===== config.mk =====
export PLATFORM = sky130hd
export DESIGN_NAME = dram_arbiter_flat
export DESIGN_NICKNAME = d
export VERILOG_FILES = /design/src/rtl/dram_arbiter_if.sv /design/src/rtl/dram_arbiter.sv /design/src/flat_wrapper.sv
export SDC_FILE = /design/constraint.sdc
export NUM_CORES = 1
export LEC_CHECK = 0
export ABC_AREA = 1
export CAP_MARGIN = 5
export CORE_AREA = 2 2 96 98
export CTS_CLUSTER_SIZE = 8
export DETAILED_ROUTE_END_ITERATION = 7
export DIE_AREA = 0 0 98 100
export HOLD_SLACK_MARGIN = 0.08
export PLACE_DENSITY = 0.76
export SYNTH_ARGS = -nofsm -noshare
export SYNTH_HDL_FRONTEND = slang
export SYNTH_SLANG_ARGS = --single-unit
export TNS_END_PERCENT = 1

===== constraint.sdc =====
create_clock -name fclk -period 1.7 [get_ports fclk]
set_input_delay 0.34 -clock fclk [delete_from_list [all_inputs] [get_ports fclk]]
set_output_delay 0.34 -clock fclk [all_outputs]
set_load 0.02 [all_outputs]

===== src/rtl/dram_arbiter_if.sv =====
// dram_arbiter_if -- bundle of all non-clock signals of the DRAM arbiter.
//   Phase strobes : cbeg, post_cbeg, pre_cend, cend (one-hot per fclk)
//   CPU port      : cpu_req, cpu_rnw, cpu_addr, cpu_wrdata, cpu_wrbsel in;
//                   cpu_next, cpu_strobe, cpu_rddata out
//   Video port    : video_req, video_addr in; video_next, video_strobe,
//                   video_rddata out
//   DRAM side     : dram_req, dram_rnw, dram_addr, dram_wrdata, dram_bsel out;
//                   dram_rddata in
// Modport slave is the arbiter's view, master is the surrounding system's view.
interface dram_arbiter_if;
  logic        cbeg;
  logic        post_cbeg;
  logic        pre_cend;
  logic        cend;

  logic        cpu_req;
  logic        cpu_rnw;
  logic [20:0] cpu_addr;
  logic [7:0]  cpu_wrdata;
  logic        cpu_wrbsel;
  logic        cpu_next;
  logic        cpu_strobe;
  logic [15:0] cpu_rddata;

  logic        video_req;
  logic [20:0] video_addr;
  logic        video_next;
  logic        video_strobe;
  logic [15:0] video_rddata;

  logic        dram_req;
  logic        dram_rnw;
  logic [20:0] dram_addr;
  logic [15:0] dram_wrdata;
  logic [1:0]  dram_bsel;
  logic [15:0] dram_rddata;

  modport slave (
    input  cpu_req, cpu_rnw, cpu_addr, cpu_wrdata, cpu_wrbsel,
    input  video_req, video_addr,
    input  dram_rddata,
    output cbeg, post_cbeg, pre_cend, cend,
    output cpu_next, cpu_strobe, cpu_rddata,
    output video_next, video_strobe, video_rddata,
    output dram_req, dram_rnw, dram_addr, dram_wrdata, dram_bsel
  );

  modport master (
    output cpu_req, cpu_rnw, cpu_addr, cpu_wrdata, cpu_wrbsel,
    output video_req, video_addr,
    output dram_rddata,
    input  cbeg, post_cbeg, pre_cend, cend,
    input  cpu_next, cpu_strobe, cpu_rddata,
    input  video_next, video_strobe, video_rddata,
    input  dram_req, dram_rnw, dram_addr, dram_wrdata, dram_bsel
  );
endinterface


===== src/rtl/dram_arbiter.sv =====
// dram_arbiter -- shares one DRAM between a CPU and a video fetcher.
// Every DRAM cycle is four fclk long (cbeg, post_cbeg, pre_cend, cend). The
// owner of the next cycle is chosen during cend: video wins unless it has had
// three consecutive grants while the CPU was waiting, in which case the CPU
// gets the cycle. Read data is captured at the end of pre_cend and announced
// with a one-fclk strobe during cend.
// Ports:
//   fclk  : system clock, rising edge
//   rst_n : asynchronous active-low reset
//   bus   : dram_arbiter_if.slave (phase strobes, CPU, video and DRAM signals)
module dram_arbiter (
  input  logic               fclk,
  input  logic               rst_n,
  dram_arbiter_if.slave      bus
);

  typedef enum logic [1:0] {
    PH_CBEG = 2'd0,
    PH_POST = 2'd1,
    PH_PRE  = 2'd2,
    PH_CEND = 2'd3
  } phase_t;

  typedef enum logic [1:0] {
    OWN_IDLE  = 2'd0,
    OWN_CPU   = 2'd1,
    OWN_VIDEO = 2'd2
  } owner_t;

  phase_t      phase;
  phase_t      phase_nxt;

  owner_t      owner;
  logic [1:0]  vcnt;

  logic        req_q;
  logic        rnw_q;
  logic [20:0] addr_q;
  logic [15:0] wrdata_q;
  logic [1:0]  bsel_q;

  logic        cpu_stb_q;
  logic        video_stb_q;
  logic [15:0] cpu_buf;
  logic [15:0] video_buf;

  logic        at_cend;
  logic        forced_cpu;
  logic        video_win;
  logic        cpu_win;
  logic        read_owned;

  // ---------------------------------------------------------------------
  // Phase sequencer: state register
  // Reset parks the sequencer in cend so the first rising edge after
  // release enters cbeg.
  // ---------------------------------------------------------------------
  always_ff @(posedge fclk or negedge rst_n) begin
    if (!rst_n) begin
      phase <= PH_CEND;
    end else begin
      phase <= phase_nxt;
    end
  end

  // Phase sequencer: next state
  always_comb begin
    phase_nxt = PH_CBEG;
    case (phase)
      PH_CBEG: phase_nxt = PH_POST;
      PH_POST: phase_nxt = PH_PRE;
      PH_PRE:  phase_nxt = PH_CEND;
      PH_CEND: phase_nxt = PH_CBEG;
      default: phase_nxt = PH_CBEG;
    endcase
  end

  // Phase sequencer: one-hot phase strobes
  always_comb begin
    bus.cbeg      = 1'b0;
    bus.post_cbeg = 1'b0;
    bus.pre_cend  = 1'b0;
    bus.cend      = 1'b0;
    case (phase)
      PH_CBEG: bus.cbeg      = 1'b1;
      PH_POST: bus.post_cbeg = 1'b1;
      PH_PRE:  bus.pre_cend  = 1'b1;
      PH_CEND: bus.cend      = 1'b1;
      default: bus.cend      = 1'b1;
    endcase
  end

  // ---------------------------------------------------------------------
  // Arbitration decision (evaluated every fclk, acted upon only in cend)
  // ---------------------------------------------------------------------
  always_comb begin
    at_cend    = (phase == PH_CEND);
    forced_cpu = bus.cpu_req && (vcnt == 2'd3);
    video_win  = bus.video_req && !forced_cpu;
    cpu_win    = !video_win && bus.cpu_req;
    read_owned = req_q && rnw_q;
  end

  // The CPU may use the next cycle whenever video cannot claim it,
  // regardless of whether the CPU is currently asking.
  assign bus.cpu_next   = !bus.video_req || (vcnt == 2'd3);
  // Grant is combinational in cend; gated so it stays low while in reset.
  assign bus.video_next = rst_n && at_cend && video_win;

  // ---------------------------------------------------------------------
  // Cycle ownership and DRAM command registers, loaded at the end of cend
  // and held for the whole owned cycle.
  // ---------------------------------------------------------------------
  always_ff @(posedge fclk or negedge rst_n) begin
    if (!rst_n) begin
      owner    <= OWN_IDLE;
      vcnt     <= 2'd0;
      req_q    <= 1'b0;
      rnw_q    <= 1'b1;
      addr_q   <= 21'd0;
      wrdata_q <= 16'd0;
      bsel_q   <= 2'b11;
    end else if (at_cend) begin
      if (video_win) begin
        owner  <= OWN_VIDEO;
        req_q  <= 1'b1;
        rnw_q  <= 1'b1;
        addr_q <= bus.video_addr;
        bsel_q <= 2'b11;
        // Only grants made while the CPU waits count toward the fairness
        // limit; the counter saturates at 3 instead of wrapping.
        if (!bus.cpu_req) begin
          vcnt <= 2'd0;
        end else if (vcnt != 2'd3) begin
          vcnt <= vcnt + 2'd1;
        end
      end else if (cpu_win) begin
        owner  <= OWN_CPU;
        req_q  <= 1'b1;
        rnw_q  <= bus.cpu_rnw;
        addr_q <= bus.cpu_addr;
        vcnt   <= 2'd0;
        if (bus.cpu_rnw) begin
          bsel_q <= 2'b11;
        end else begin
          wrdata_q <= {bus.cpu_wrdata, bus.cpu_wrdata};
          bsel_q   <= bus.cpu_wrbsel ? 2'b01 : 2'b10;
        end
      end else begin
        // Idle cycle: address/data/byte-select keep their previous values.
        owner <= OWN_IDLE;
        req_q <= 1'b0;
        vcnt  <= 2'd0;
      end
    end
  end

  // ---------------------------------------------------------------------
  // Read-data capture at the end of pre_cend; the strobe register is
  // therefore high exactly during the following cend.
  // ---------------------------------------------------------------------
  always_ff @(posedge fclk or negedge rst_n) begin
    if (!rst_n) begin
      cpu_stb_q   <= 1'b0;
      video_stb_q <= 1'b0;
      cpu_buf     <= 16'd0;
      video_buf   <= 16'd0;
    end else begin
      cpu_stb_q   <= 1'b0;
      video_stb_q <= 1'b0;
      if ((phase == PH_PRE) && read_owned) begin
        if (owner == OWN_CPU) begin
          cpu_buf   <= bus.dram_rddata;
          cpu_stb_q <= 1'b1;
        end else if (owner == OWN_VIDEO) begin
          video_buf   <= bus.dram_rddata;
          video_stb_q <= 1'b1;
        end
      end
    end
  end

  assign bus.dram_req     = req_q;
  assign bus.dram_rnw     = rnw_q;
  assign bus.dram_addr    = addr_q;
  assign bus.dram_wrdata  = wrdata_q;
  assign bus.dram_bsel    = bsel_q;
  assign bus.cpu_strobe   = cpu_stb_q;
  assign bus.cpu_rddata   = cpu_buf;
  assign bus.video_strobe = video_stb_q;
  assign bus.video_rddata = video_buf;

endmodule

===== src/flat_wrapper.sv =====
// flat-port wrapper written by rule: the top's interface ports become plain ports
module dram_arbiter_flat 
  (fclk, rst_n, bus_cpu_req, bus_cpu_rnw, bus_cpu_addr, bus_cpu_wrdata, bus_cpu_wrbsel, bus_video_req, bus_video_addr, bus_dram_rddata, bus_cbeg, bus_post_cbeg, bus_pre_cend, bus_cend, bus_cpu_next, bus_cpu_strobe, bus_cpu_rddata, bus_video_next, bus_video_strobe, bus_video_rddata, bus_dram_req, bus_dram_rnw, bus_dram_addr, bus_dram_wrdata, bus_dram_bsel);
  dram_arbiter_if bus_i ();
  input  logic fclk;
  input  logic rst_n;
  input wire logic [$bits(bus_i.cpu_req)-1:0] bus_cpu_req;
  input wire logic [$bits(bus_i.cpu_rnw)-1:0] bus_cpu_rnw;
  input wire logic [$bits(bus_i.cpu_addr)-1:0] bus_cpu_addr;
  input wire logic [$bits(bus_i.cpu_wrdata)-1:0] bus_cpu_wrdata;
  input wire logic [$bits(bus_i.cpu_wrbsel)-1:0] bus_cpu_wrbsel;
  input wire logic [$bits(bus_i.video_req)-1:0] bus_video_req;
  input wire logic [$bits(bus_i.video_addr)-1:0] bus_video_addr;
  input wire logic [$bits(bus_i.dram_rddata)-1:0] bus_dram_rddata;
  output wire logic [$bits(bus_i.cbeg)-1:0] bus_cbeg;
  output wire logic [$bits(bus_i.post_cbeg)-1:0] bus_post_cbeg;
  output wire logic [$bits(bus_i.pre_cend)-1:0] bus_pre_cend;
  output wire logic [$bits(bus_i.cend)-1:0] bus_cend;
  output wire logic [$bits(bus_i.cpu_next)-1:0] bus_cpu_next;
  output wire logic [$bits(bus_i.cpu_strobe)-1:0] bus_cpu_strobe;
  output wire logic [$bits(bus_i.cpu_rddata)-1:0] bus_cpu_rddata;
  output wire logic [$bits(bus_i.video_next)-1:0] bus_video_next;
  output wire logic [$bits(bus_i.video_strobe)-1:0] bus_video_strobe;
  output wire logic [$bits(bus_i.video_rddata)-1:0] bus_video_rddata;
  output wire logic [$bits(bus_i.dram_req)-1:0] bus_dram_req;
  output wire logic [$bits(bus_i.dram_rnw)-1:0] bus_dram_rnw;
  output wire logic [$bits(bus_i.dram_addr)-1:0] bus_dram_addr;
  output wire logic [$bits(bus_i.dram_wrdata)-1:0] bus_dram_wrdata;
  output wire logic [$bits(bus_i.dram_bsel)-1:0] bus_dram_bsel;
  assign bus_i.cpu_req = bus_cpu_req;
  assign bus_i.cpu_rnw = bus_cpu_rnw;
  assign bus_i.cpu_addr = bus_cpu_addr;
  assign bus_i.cpu_wrdata = bus_cpu_wrdata;
  assign bus_i.cpu_wrbsel = bus_cpu_wrbsel;
  assign bus_i.video_req = bus_video_req;
  assign bus_i.video_addr = bus_video_addr;
  assign bus_i.dram_rddata = bus_dram_rddata;
  assign bus_cbeg = bus_i.cbeg;
  assign bus_post_cbeg = bus_i.post_cbeg;
  assign bus_pre_cend = bus_i.pre_cend;
  assign bus_cend = bus_i.cend;
  assign bus_cpu_next = bus_i.cpu_next;
  assign bus_cpu_strobe = bus_i.cpu_strobe;
  assign bus_cpu_rddata = bus_i.cpu_rddata;
  assign bus_video_next = bus_i.video_next;
  assign bus_video_strobe = bus_i.video_strobe;
  assign bus_video_rddata = bus_i.video_rddata;
  assign bus_dram_req = bus_i.dram_req;
  assign bus_dram_rnw = bus_i.dram_rnw;
  assign bus_dram_addr = bus_i.dram_addr;
  assign bus_dram_wrdata = bus_i.dram_wrdata;
  assign bus_dram_bsel = bus_i.dram_bsel;
  dram_arbiter u_core (.fclk(fclk), .rst_n(rst_n), .bus(bus_i));
endmodule

==> metrics.md <==
| Metric | Value |
|---|---|
| # nets final | `slightly above 600` |
| Cell Area, Synth | `about 3400 um^2` |
| VDD IR max | `0.535 mV` |
| Fmax | `582 MHz` |
| Critical Path Source Type | `flop` |
| Final setup viols | `2` |
| Slew Viols, Final | `0` |
| Global-route wire length before repair | `between 15,000 and 20,000 um` |
| Top-count cell post-synth | `nand2_1` |
| EDFF count, synth | `0` |
| Core Footprint | `slightly below 9000 um^2` |
| Top post-synthesis cells by area | `dfrtp_1 (49%), nand2_1 (14%), o21ai_0 (6.0%), nand3b_1 (4.6%), dfstp_2 (3.8%)` |
| Die width | `98 um` |
| Status | `finished with violations` |
| Total wire length | `approximately 9400 um` |
| Final period util | `101%` |
| Power Density | `a little under 1000 nW/um^2` |
| Via-per-instance ratio | `~4.9` |
| Final Total Pwr | `just over 0.005 W` |
| Antenna viol nets, final | `0` |
| Initial antenna violation count | `0` |
| Worst hold path type | `in2async` |
| DP Worst Slack | `-297 ps` |
| Antenna Cells | `0` |
| Failing checks | `setup timing` |
| Synth async-reset ratio | `100%` |
| Rows | `35` |
| Main flop type after synthesis | `dfrtp_1` |
| Area leader, netlist | `dfrtp_1` |
| CTS buffer count | `9` |
| Vias in the first global route | `3,125` |
| Worst-path clk slew | `80 ps` |
| Die area | `roughly 9800 um^2` |
| Reg2Reg Depth | `7` |
| Gr ovfl total | `0` |
| CP required | `about 1400 ps` |
| Syn Inst Count | `between 300 and 400` |
| R2r endpoint | `u_core.bus.cpu_rddata[10]$_DFFE_PN0P_` |
| Total GRT Usage | `19.4%` |
| CP max FO | `3` |
| Post-layout min period | `between 1500 and 2000 ps` |
| H-tree levels | `3` |
| CTS Buffer Depth | `2` |
| Top Ports | `about 150` |
| Yosys warnings | `0` |
| Post-Syn Nets | `between 400 and 500` |
| Seq/Total Area, Yosys | `53.3%` |
| Reg2reg start | `u_core.phase[1]$_DFF_PN1_` |
| Die Ht | `100 um` |
| Dpl cells | `642` |
| Number of distinct library cells after synthesis | `25` |
| Clock sinks | `73` |
| WS Path Type | `reg2out` |
| Port bufs | `roughly 150` |
| Largest net degree at the start of global routing | `74` |
| Final design utilization | `between 60% and 70%` |
| Final Skew | `around 11 ps` |
| Non-Filler Instances | `roughly 660` |
| Wire per inst | `between 10 and 15 um` |
| RePlAce Congestion | `roughly 0.83` |
| Data arrival, critical path | `1380 ps` |
| R2R setup slack | `around 40 ps` |
| Mean Syn Cell Area | `roughly 8.9 um^2` |
| Share of the synthesized area in the top cell type | `49.4%` |
| HPWL after DPL | `~6700 um` |
| Max-slew headroom | `roughly two fifths` |
| CTS tree | `yes` |
| Layout cells sized above 1 | `a little under an eighth` |
| Final Hold Vio Count | `0` |
| Fill cell count | `between 700 and 800` |
| DR vias | `3,229` |
| Worst-skew pair later-pin latency | `about 330 ps` |
| Commonest cells post-synth | `nand2_1 (127), dfrtp_1 (68), o21ai_0 (41)` |
| Root Driver | `clkbuf_8` |
| Worst-Margin Slew | `slightly above 900 ps` |
| Pleak | `about 2.6 nW` |
| Drt first pass iters | `5` |
| Starting Density | `between 30% and 40%` |
| Drc violations | `0` |
| RSZ-0062 raised after global routing | `true` |
| Number of synthesized register bits | `73` |
| Max-Cap Viols | `0` |
| Area Growth Syn to Fin | `56.5%` |
| Slack of the critical path | `-17.6 ps` |
| Initial drt markers | `91` |
| Critical path endpoint category | `output pin` |
what timing repair did:
action                                  in CTS  in global routing
gates resized for setup                     30                 38
pin swaps                                    0                  9
endpoints found under the setup margin      40                 72
buffers inserted                             0                  1
hold buffers                                 0                  0
final cells by class:
cell class                 instances  area (um^2)  share of cell area (%)
clock inverter                     6         90.1                    1.67
sequential                        73         1830                    34.0
multi-input combinational        266         1350                    25.1
tap                              111          139                    2.58
clock buffer                      10          138                    2.56
timing repair buffer             172         1750                    32.5
inverter                          21         83.8                    1.56
worst max-delay path by stage:
stage	slack [ps]	startpoint	end
2_1_floorplan	40	u_core.phase[0]$_DFF_PN1_	bus_video_next
3_3_place_gp	-270	bus_video_req	bus_video_next
3_5_place_dp	-300	bus_video_req	bus_video_next
4_1_cts	-110	u_core.phase[1]$_DFF_PN1_	bus_post_cbeg
5_1_grt	-90	u_core.phase[0]$_DFF_PN1_	bus_pre_cend
6_report	-20	u_core.phase[0]$_DFF_PN1_	bus_pre_cend
state kept, by name, summed over array words and instances, names as in the netlist:
register	count
u_core.bus.cpu_rddata	16
u_core.bus.cpu_strobe	1
u_core.bus.dram_addr	21
u_core.bus.dram_bsel	2
u_core.bus.dram_req	1
u_core.bus.dram_rnw	1
u_core.bus.dram_wrdata	8
u_core.bus.video_rddata	16
u_core.bus.video_strobe	1
u_core.owner	2
u_core.phase	2
u_core.vcnt	2
cell families after synthesis:
| logic type | after synthesis | share of synthesized area (%) |
|---|---|---|
| compound gates | 89 | 13.6 |
| fa+ha+maj | 6 | 2.18 |
| buf+inv | 49 | 8.18 |
| flops | 73 | 53.3 |
| simple gates | 171 | 22.8 |
critical path, stage by stage, from the launching register on:
cell	delay [ps]
dfstp_2	540
buf_4	120
inv_1	50
ha_2	180
buf_4	150
per-stage QoR:
stage / hold slack, ps / TNS, ps / instance area, um^2
3_5_place_dp: 476 / -1950 / 5080
3_3_place_gp: 472 / -1300 / 5080
4_1_cts: 313 / -224 / 5290
5_1_grt: 355 / -1040 / 5390
6_report: 295 / -34.7 / 5390
2_1_floorplan: 44.4 / 0 / 3440
layer usage:
layer / vias to the layer above / share of wire (%) / GRT usage (%)
met5: - / 0 / 0
met4: 0 / 2.2 / 6.94
met3: 18 / 6.2 / 4.18
met2: 124 / 48 / 31.7
met1: 1525 / 43 / 25.5
li1: 1562 / - / -
report_power, final:
group | switching [W] | internal [W] | total (W)
Sequential | 0.000146 | 0.00200 | 0.00214
Clock | 0.000673 | 0.000872 | 0.00155
Combinational | 0.000745 | 0.000744 | 0.00149
Total | 0.00156 | 0.00362 | 0.00518
placed cells by master, fill, tap and decap left out, types with 2 or more instances in the layout:
master | Yosys | final
dfrtp_1 | 68 | 68
o21ai_0 | 41 | 37
o21bai_1 | 8 | 8
ha_2 | 0 | 3
bufinv_16 | 0 | 2
buf_4 | 11 | 21
nor2_4 | 2 | 2
clkdlybuf4s50_1 | 0 | 115
ha_1 | 6 | 3
dlygate4sd2_1 | 0 | 6
o21ai_1 | 18 | 22
nor2_1 | 2 | 2
buf_12 | 0 | 4
inv_1 | 19 | 19
nand3_1 | 11 | 11
clkbuf_8 | 0 | 10
dfstp_2 | 5 | 5
nand2_1 | 127 | 127
nand3b_1 | 21 | 21
dlymetal6s2s_1 | 0 | 24
a21oi_1 | 21 | 21
nand2_2 | 4 | 4
inv_6 | 0 | 2
nand2_4 | 2 | 2
No activity file was read; power rests on OpenSTA's default activity.
